--- config.mk ---
export PLATFORM = sky130hd
export DESIGN_NAME = uart_tx_arbiter
export DESIGN_NICKNAME = d
export VERILOG_FILES = /design/src/rtl/uart_tx_arbiter.sv
export SDC_FILE = /design/constraint.sdc
export NUM_CORES = 1
export LEC_CHECK = 0
export CORE_ASPECT_RATIO = 0.9
export CORE_MARGIN = 2
export CORE_UTILIZATION = 28
export CTS_CLUSTER_SIZE = 20
export DETAILED_ROUTE_END_ITERATION = 10
export PLACE_DENSITY_LB_ADDON = 0.25
export SYNTH_ARGS = -nofsm -noshare
export SYNTH_HDL_FRONTEND = slang
export SYNTH_SLANG_ARGS = --single-unit
--- constraint.sdc ---
create_clock -name clk -period 4.14 [get_ports clk]
set_input_delay 0.414 -clock clk [delete_from_list [all_inputs] [get_ports clk]]
set_output_delay 0.414 -clock clk [all_outputs]
set_load 0.02 [all_outputs]
--- src/rtl/uart_tx_arbiter.sv ---
// Round-robin arbiter sharing one status-less 8N1 UART transmitter among NUM_REQ byte producers.
// Grant one cycle after req; frame timer blocks new grants until the frame window ends.
module uart_tx_arbiter #(
    parameter int NUM_REQ  = 4,
    parameter int BAUD_DIV = 10416,
    parameter int GUARD    = 2,
    localparam int FRAME_CYCLES = 10 * BAUD_DIV + GUARD,
    localparam int IDW = (NUM_REQ > 1) ? $clog2(NUM_REQ) : 1,
    localparam int TW  = $clog2(FRAME_CYCLES) + 1
) (
    input  logic                   clk,
    input  logic                   rst,
    input  logic [NUM_REQ-1:0]     req,
    input  logic [8*NUM_REQ-1:0]   req_data,
    output logic [NUM_REQ-1:0]     req_ack,
    output logic                   tx_valid,
    output logic [7:0]             tx_data,
    output logic                   busy,
    output logic [IDW-1:0]         grant_id,
    output logic                   tx_done
);

    typedef enum logic [1:0] {
        S_IDLE  = 2'd0,
        S_ISSUE = 2'd1,
        S_WAIT  = 2'd2
    } state_t;

    localparam logic [IDW:0] NREQ_W = (IDW + 1)'(NUM_REQ);

    state_t               state_q;
    logic [IDW-1:0]       ptr_q;
    logic [IDW-1:0]       grant_q;
    logic [TW-1:0]        timer_q;
    logic [NUM_REQ-1:0]   ack_q;
    logic                 tx_valid_q;
    logic [7:0]           data_q;
    logic                 busy_q;
    logic                 done_q;

    logic [IDW-1:0]       win_d;
    logic                 win_vld;
    logic [IDW-1:0]       ptr_d;
    logic [7:0]           req_byte [NUM_REQ];

    for (genvar g = 0; g < NUM_REQ; g++) begin : g_unpack
        assign req_byte[g] = req_data[8*g +: 8];
    end

    // Scan downward from the farthest rotated position so the last hit is the one closest to ptr.
    always_comb begin : rr_pick
        logic [IDW:0] idx;
        idx     = '0;
        win_d   = '0;
        win_vld = 1'b0;
        for (int k = NUM_REQ - 1; k >= 0; k--) begin
            idx = {1'b0, ptr_q} + (IDW + 1)'(k);
            if (idx >= NREQ_W) begin
                idx = idx - NREQ_W;
            end
            if (req[idx[IDW-1:0]]) begin
                win_vld = 1'b1;
                win_d   = idx[IDW-1:0];
            end
        end
    end

    assign ptr_d = (grant_q == IDW'(NUM_REQ - 1)) ? '0 : grant_q + 1'b1;

    always_ff @(posedge clk or posedge rst) begin
        if (rst) begin
            state_q    <= S_IDLE;
            ptr_q      <= '0;
            grant_q    <= '0;
            timer_q    <= '0;
            ack_q      <= '0;
            tx_valid_q <= 1'b0;
            data_q     <= 8'h00;
            busy_q     <= 1'b0;
            done_q     <= 1'b0;
        end else begin
            tx_valid_q <= 1'b0;
            ack_q      <= '0;
            done_q     <= 1'b0;
            case (state_q)
                S_IDLE: begin
                    if (win_vld) begin
                        data_q     <= req_byte[win_d];
                        grant_q    <= win_d;
                        tx_valid_q <= 1'b1;
                        ack_q      <= {{(NUM_REQ-1){1'b0}}, 1'b1} << win_d;
                        busy_q     <= 1'b1;
                        state_q    <= S_ISSUE;
                    end
                end
                S_ISSUE: begin
                    timer_q <= '0;
                    ptr_q   <= ptr_d;
                    state_q <= S_WAIT;
                end
                S_WAIT: begin
                    // Transmitter gives no status, so the window is timed from the start pulse.
                    if (timer_q == TW'(FRAME_CYCLES - 1)) begin
                        busy_q  <= 1'b0;
                        done_q  <= 1'b1;
                        state_q <= S_IDLE;
                    end else begin
                        timer_q <= timer_q + 1'b1;
                    end
                end
                default: begin
                    busy_q  <= 1'b0;
                    state_q <= S_IDLE;
                end
            endcase
        end
    end

    assign req_ack  = ack_q;
    assign tx_valid = tx_valid_q;
    assign tx_data  = data_q;
    assign busy     = busy_q;
    assign grant_id = grant_q;
    assign tx_done  = done_q;

endmodule

# == Word level (Yosys, flattened, before mapping) ==
# Index checks and enable logic that the tools add are counted.
# totals
input_bits,38
ff_bits,39
elab_cells,81
mem_bits_ro,0
memories,0
latchBits,0
ramBits,0
# classes
n_lt_le_gt_ge,9
mul,0
eq_ne,7
n_reduce_logical,6
div,0
shift,1
bitwise_logic,2
add_sub_neg,9
muxes,38
# ops
operator,count
$pmux 18 s2,1
$mux 2,11
$add 18x1->18 const B,1
$eq 18x17->1 const B,1
$mux 18,1
$bmux 8 s2,1
$mux 8,2
$mux 1,14
$ge 3x3->1 const B,4
$lt 2x3->1 const B,4
$bmux 1 s2,4
$mux 4,2
$sub 2x1->2 const B,4
$add 2x2->3 const B,2
$ne 2x2->1 const B,3
$pmux 2 s3,1
$reduce_and 2->1,3
$eq 2x2->1 const B,2
$shl 1x2->4 const A,1
$add 2x1->3 const B,1
$ge 2x3->1 const B,1
$not 2->3,1
$pmux 1 s3,1
$reduce_and 3->1,1
5 further kinds,5

# == Longest topological paths before layout ==
# logic_depth
word_depth,13
mapped_depth,7
mapped_depth_nobuf,6

# == Least setup slack after synthesis ==
# OpenSTA, ideal clock, no wires.
# synth_path
path_type,register -> register
from,reg ptr_q[1]
to,reg data_q[0] (netlist: tx_data[0])
synth_period_minus_slack_ns,1.641
setup_time_ns,0.136
setup_slack_ns,2.499
stages_incl_launch_ff,7
t_arrival_ns,1.505
path_buffers,1
path_cell_list,dfrtp_1 -> mux2i_1 -> a21oi_2 -> and2_4 -> buf_12 -> a2111oi_2 -> a211oi_2
# synth_via
elab_chain_len,13
word_cells_on_any_way,36
cone_classes,add/sub: 7; order compare: 4; mux: 23; bitwise: 1; reduce/logical: 1
# synth_rtl
element,line,source
start: declaration,32,logic [IDW-1:0] ptr_q;
start signal: assignment,98,ptr_q <= ptr_d;
$add 2x2->3,57,"idx = {1'b0, ptr_q} + (IDW + 1)'(k);"
$ge 3x3->1 or $sub 2x1->2 (tied branches),"58, 59",
$mux 2,58,if (idx >= NREQ_W) begin
$bmux 1 s2,61,if (req[idx[IDW-1:0]]) begin
$mux 1 (implied by the code),61,
$mux 2 (4 in a row),61,
$not 2->3 (implied by the code),88,data_q <= req_byte[win_d];
$bmux 8 s2,88,
$mux 8 (implied by the code) (2 in a row),88,
end signal: assignment,88,
end: declaration,37,logic [7:0] data_q;
# Parallel ways exist; a longest one is shown, timed or not. The select of a mux whose other input is x is not followed.
# A chain may end at the register's enable or synchronous reset.

# == Worst setup path after layout ==
# layout_path
from,in req[3]
to,reg data_q[7] (netlist: tx_data[7])
# layout_via
elab_chain_len,10
word_cells_on_any_way,21
cone_classes,mux: 19; bitwise: 1; reduce/logical: 1
# layout_rtl
element,line,source
start: declaration,13,"input logic [NUM_REQ-1:0] req,"
$bmux 1 s2,61,
$mux 1 (implied by the code),61,
$mux 2 (4 in a row),61,
$not 2->3 (implied by the code),88,
$bmux 8 s2,88,
$mux 8 (implied by the code) (2 in a row),88,
# Parallel ways exist; a longest one is shown, timed or not. The select of a mux whose other input is x is not followed.

==> out/metrics.csv <==
metric,value,unit
grt ovf,0,
core footprint,7620,um^2
number of remaining DRC errors,0,
Root Driver,clkbuf_8,
GRT Overall Usage,0.1284,
post-synthesis sequential area ratio,0.4377,
max_slew headroom,0.4023,
H-tree depth,2,
critical path peak fanout,15,
post-synth cell types,50,
hold path start,timer_q[15],
power density over the cells,584.8,nW/um^2
finished layout cell area,2955,um^2
syn avg cell area,10.67,um^2
Int Power,1.044,mW
fin crit share,0.6037,
Min-Delay Endpoint,timer_q[15],
Antenna Cells,0,
Crit Path Category,primary input to register,
area grow syn2layout,32.55,%
Worst Path Arrival,2.71,ns
critical path cell sequence,"clkdlybuf4s50_1, nor4_1, or3_1, inv_2, and2_1, a211oi_2",
hpwl dp,4078,um
r2r setup slk,1.89,ns
DR iter-0 viols,97,
switching share of power,0.3958,
share of layout cells above drive strength 1,0.1483,
I/O pin count,55,
Sequential Power Share,0.331,
CTS-repair resized insts,0,
"Setup Fix Bufs, Post-CTS",0,
Routed WL per cell,15.44,um
r2r startpoint,state_q[0],
Finished Core Util,0.3878,
Synth warnings,0,
CP Launch Type,primary input,
"Async S/R FF share, synth",1.000,
combinational share of power,0.452,
Die Y,88.66,um
overall routed net length,5542,um
Reg2Reg Depth,4,
vias per cell,5.109,
# setup viols final,0,
fmax,0.4001,GHz
PortBufs,54,
Synth Register Bits,39,
Mapped Nets,250,
outcome,completed,
CTS sink count,39,
Psw,0.6841,mW
clk_lat worst skew,0.29,ns
RSZ-0062 raised after global routing,no,
Critical-path top delay cell,or3_1,
post-route minimum period,2.499,ns
routability cong.,0.7304,
Mapped Cells,209,
hold-critical path depth,1,
Post-DP Area,2823,um^2
Max VDD drop,250.0,uV
clock power share,0.216,
cell area after synthesis,2230,um^2
vias in the first global route,1740,
most frequent cells in the layout,"54 x clkdlybuf4s50_1, 39 x dfrtp_1, 24 x nand2_1",
Vias,1834,
crit-path max cell delay,0.63,ns
"Slew Viols, Final",0,
Critical Path Sink Type,register,
die area,8694,um^2
clk slew on worst S/H paths,0.08,ns
final hold violation count,0,
Max Cap Violations,0,
first-pass detailed-route iteration total,4,
setup TNS,0,ns
largest net degree at the start of global routing,24,
initial core utilization,0.2926,
Final nets,303,
first-pass GRT wire length,8838,um
Hold Crit Class,register to register,
DIE WIDTH,98.06,um
Clock Path Buffers,2,
r2r endpoint,tx_data[7],
fill count,755,
"most common cell after layout, fill and taps aside",clkdlybuf4s50_1,
Worst-Margin Slew,0.8964,ns
TritonCTS Buffers,5,
ANT nets after route,0,
number of synthesized flops with an enable pin,0,
Worst EP required,4.35,ns
Clock Skew,0.006092,ns
Leak Pwr,1.240,nW
Rows,30,
CTS tree,yes,
Fin Hold WS,0.5004,ns
initial antenna violation count,0,
Post-synth top flop,dfrtp_1,
hold_buf cts,0,
## per-stage QoR
step                setup WS [ns]  total power, mW  std cells
finish                      1.641            1.728        359
global route                1.435            1.838        359
CTS                         1.647            1.747        359
detailed placement          1.336            1.369        351
global placement            1.456            1.359        351
floorplan                   2.499            1.114        209
## registers in the layout, summed over array words and instances, names as in the netlist
name / flops
req_ack: 4
busy: 1
timer_q: 18
tx_data: 8
ptr_q: 2
tx_valid: 1
tx_done: 1
grant_id: 2
state_q: 2
## how the worst max path moves through the flow
stage             start          to  slack (ns)  depth (start not counted)
6_report         req[3]  tx_data[7]        1.64                          6
5_1_grt          req[2]  tx_data[7]        1.44                          6
4_1_cts          req[3]  tx_data[7]        1.65                          6
3_5_place_dp     req[3]  tx_data[7]        1.34                          6
3_3_place_gp     req[3]  tx_data[0]        1.46                          6
2_1_floorplan  ptr_q[1]  tx_data[0]        2.50                          6
## cell usage after synthesis (all sizes together) (4+ instances only)
library cell	n	area, um^2
nand2	24	90.09
inv	9	33.78
o311ai	4	35.03
a21oi	5	28.78
o211ai	4	30.03
dfrtp	39	975.9
a21boi	8	60.06
and2	4	27.53
nor2	14	55.06
buf	8	73.82
a2111oi	8	120.1
mux2i	14	140.1
a211oi	8	100.1
o31ai	5	37.54
nand4	5	46.29
and3	5	37.54
nand3	10	55.05
o21ai	6	33.78
## power by group through the flow
stage                     Clock [mW]  Combinational, mW  Sequential, mW
final                          0.374              0.782           0.572
after global routing           0.396              0.856           0.587
after CTS                      0.383              0.790           0.574
after detailed placement           0              0.788           0.580
after global placement             0              0.777           0.582
after floorplan                    0              0.472           0.641
## metal layers
metal	vias up	global-route usage	share of wire
li1	894	-	-
met1	887	0.1889	0.48
met2	48	0.1862	0.46
met3	5	0.03239	0.054
met4	0	0.03788	0.0096
met5	-	0	0
## layout make-up
cell class                      count  area, um^2  area share
Clock buffer                        6       72.57     0.02456
Clock inverter                      2       60.06     0.02032
Timing Repair Buffer               56       555.5      0.1880
Sequential cell                    39       975.9      0.3302
Multi-Input combinational cell    151        1137      0.3848
Inverter                            9       33.78     0.01143
Tap cell                           96       120.1     0.04064
## logic make-up after synthesis
family / share of synthesized area
AOI/OAI and AO/OA: 0.2407
and+or+nand+nor: 0.1897
adders and majority gates: 0.01684
muxes: 0.06285
buffers and inverters: 0.05218
DFF: 0.4377
## critical path, delay by kind of cell
family                 cells  cell delay, ns
buffers and inverters      2            0.71
AND/OR/NAND/NOR            3            1.32
AO/OA/AOI/OAI              1            0.26
(Power assumes the default switching activity.)
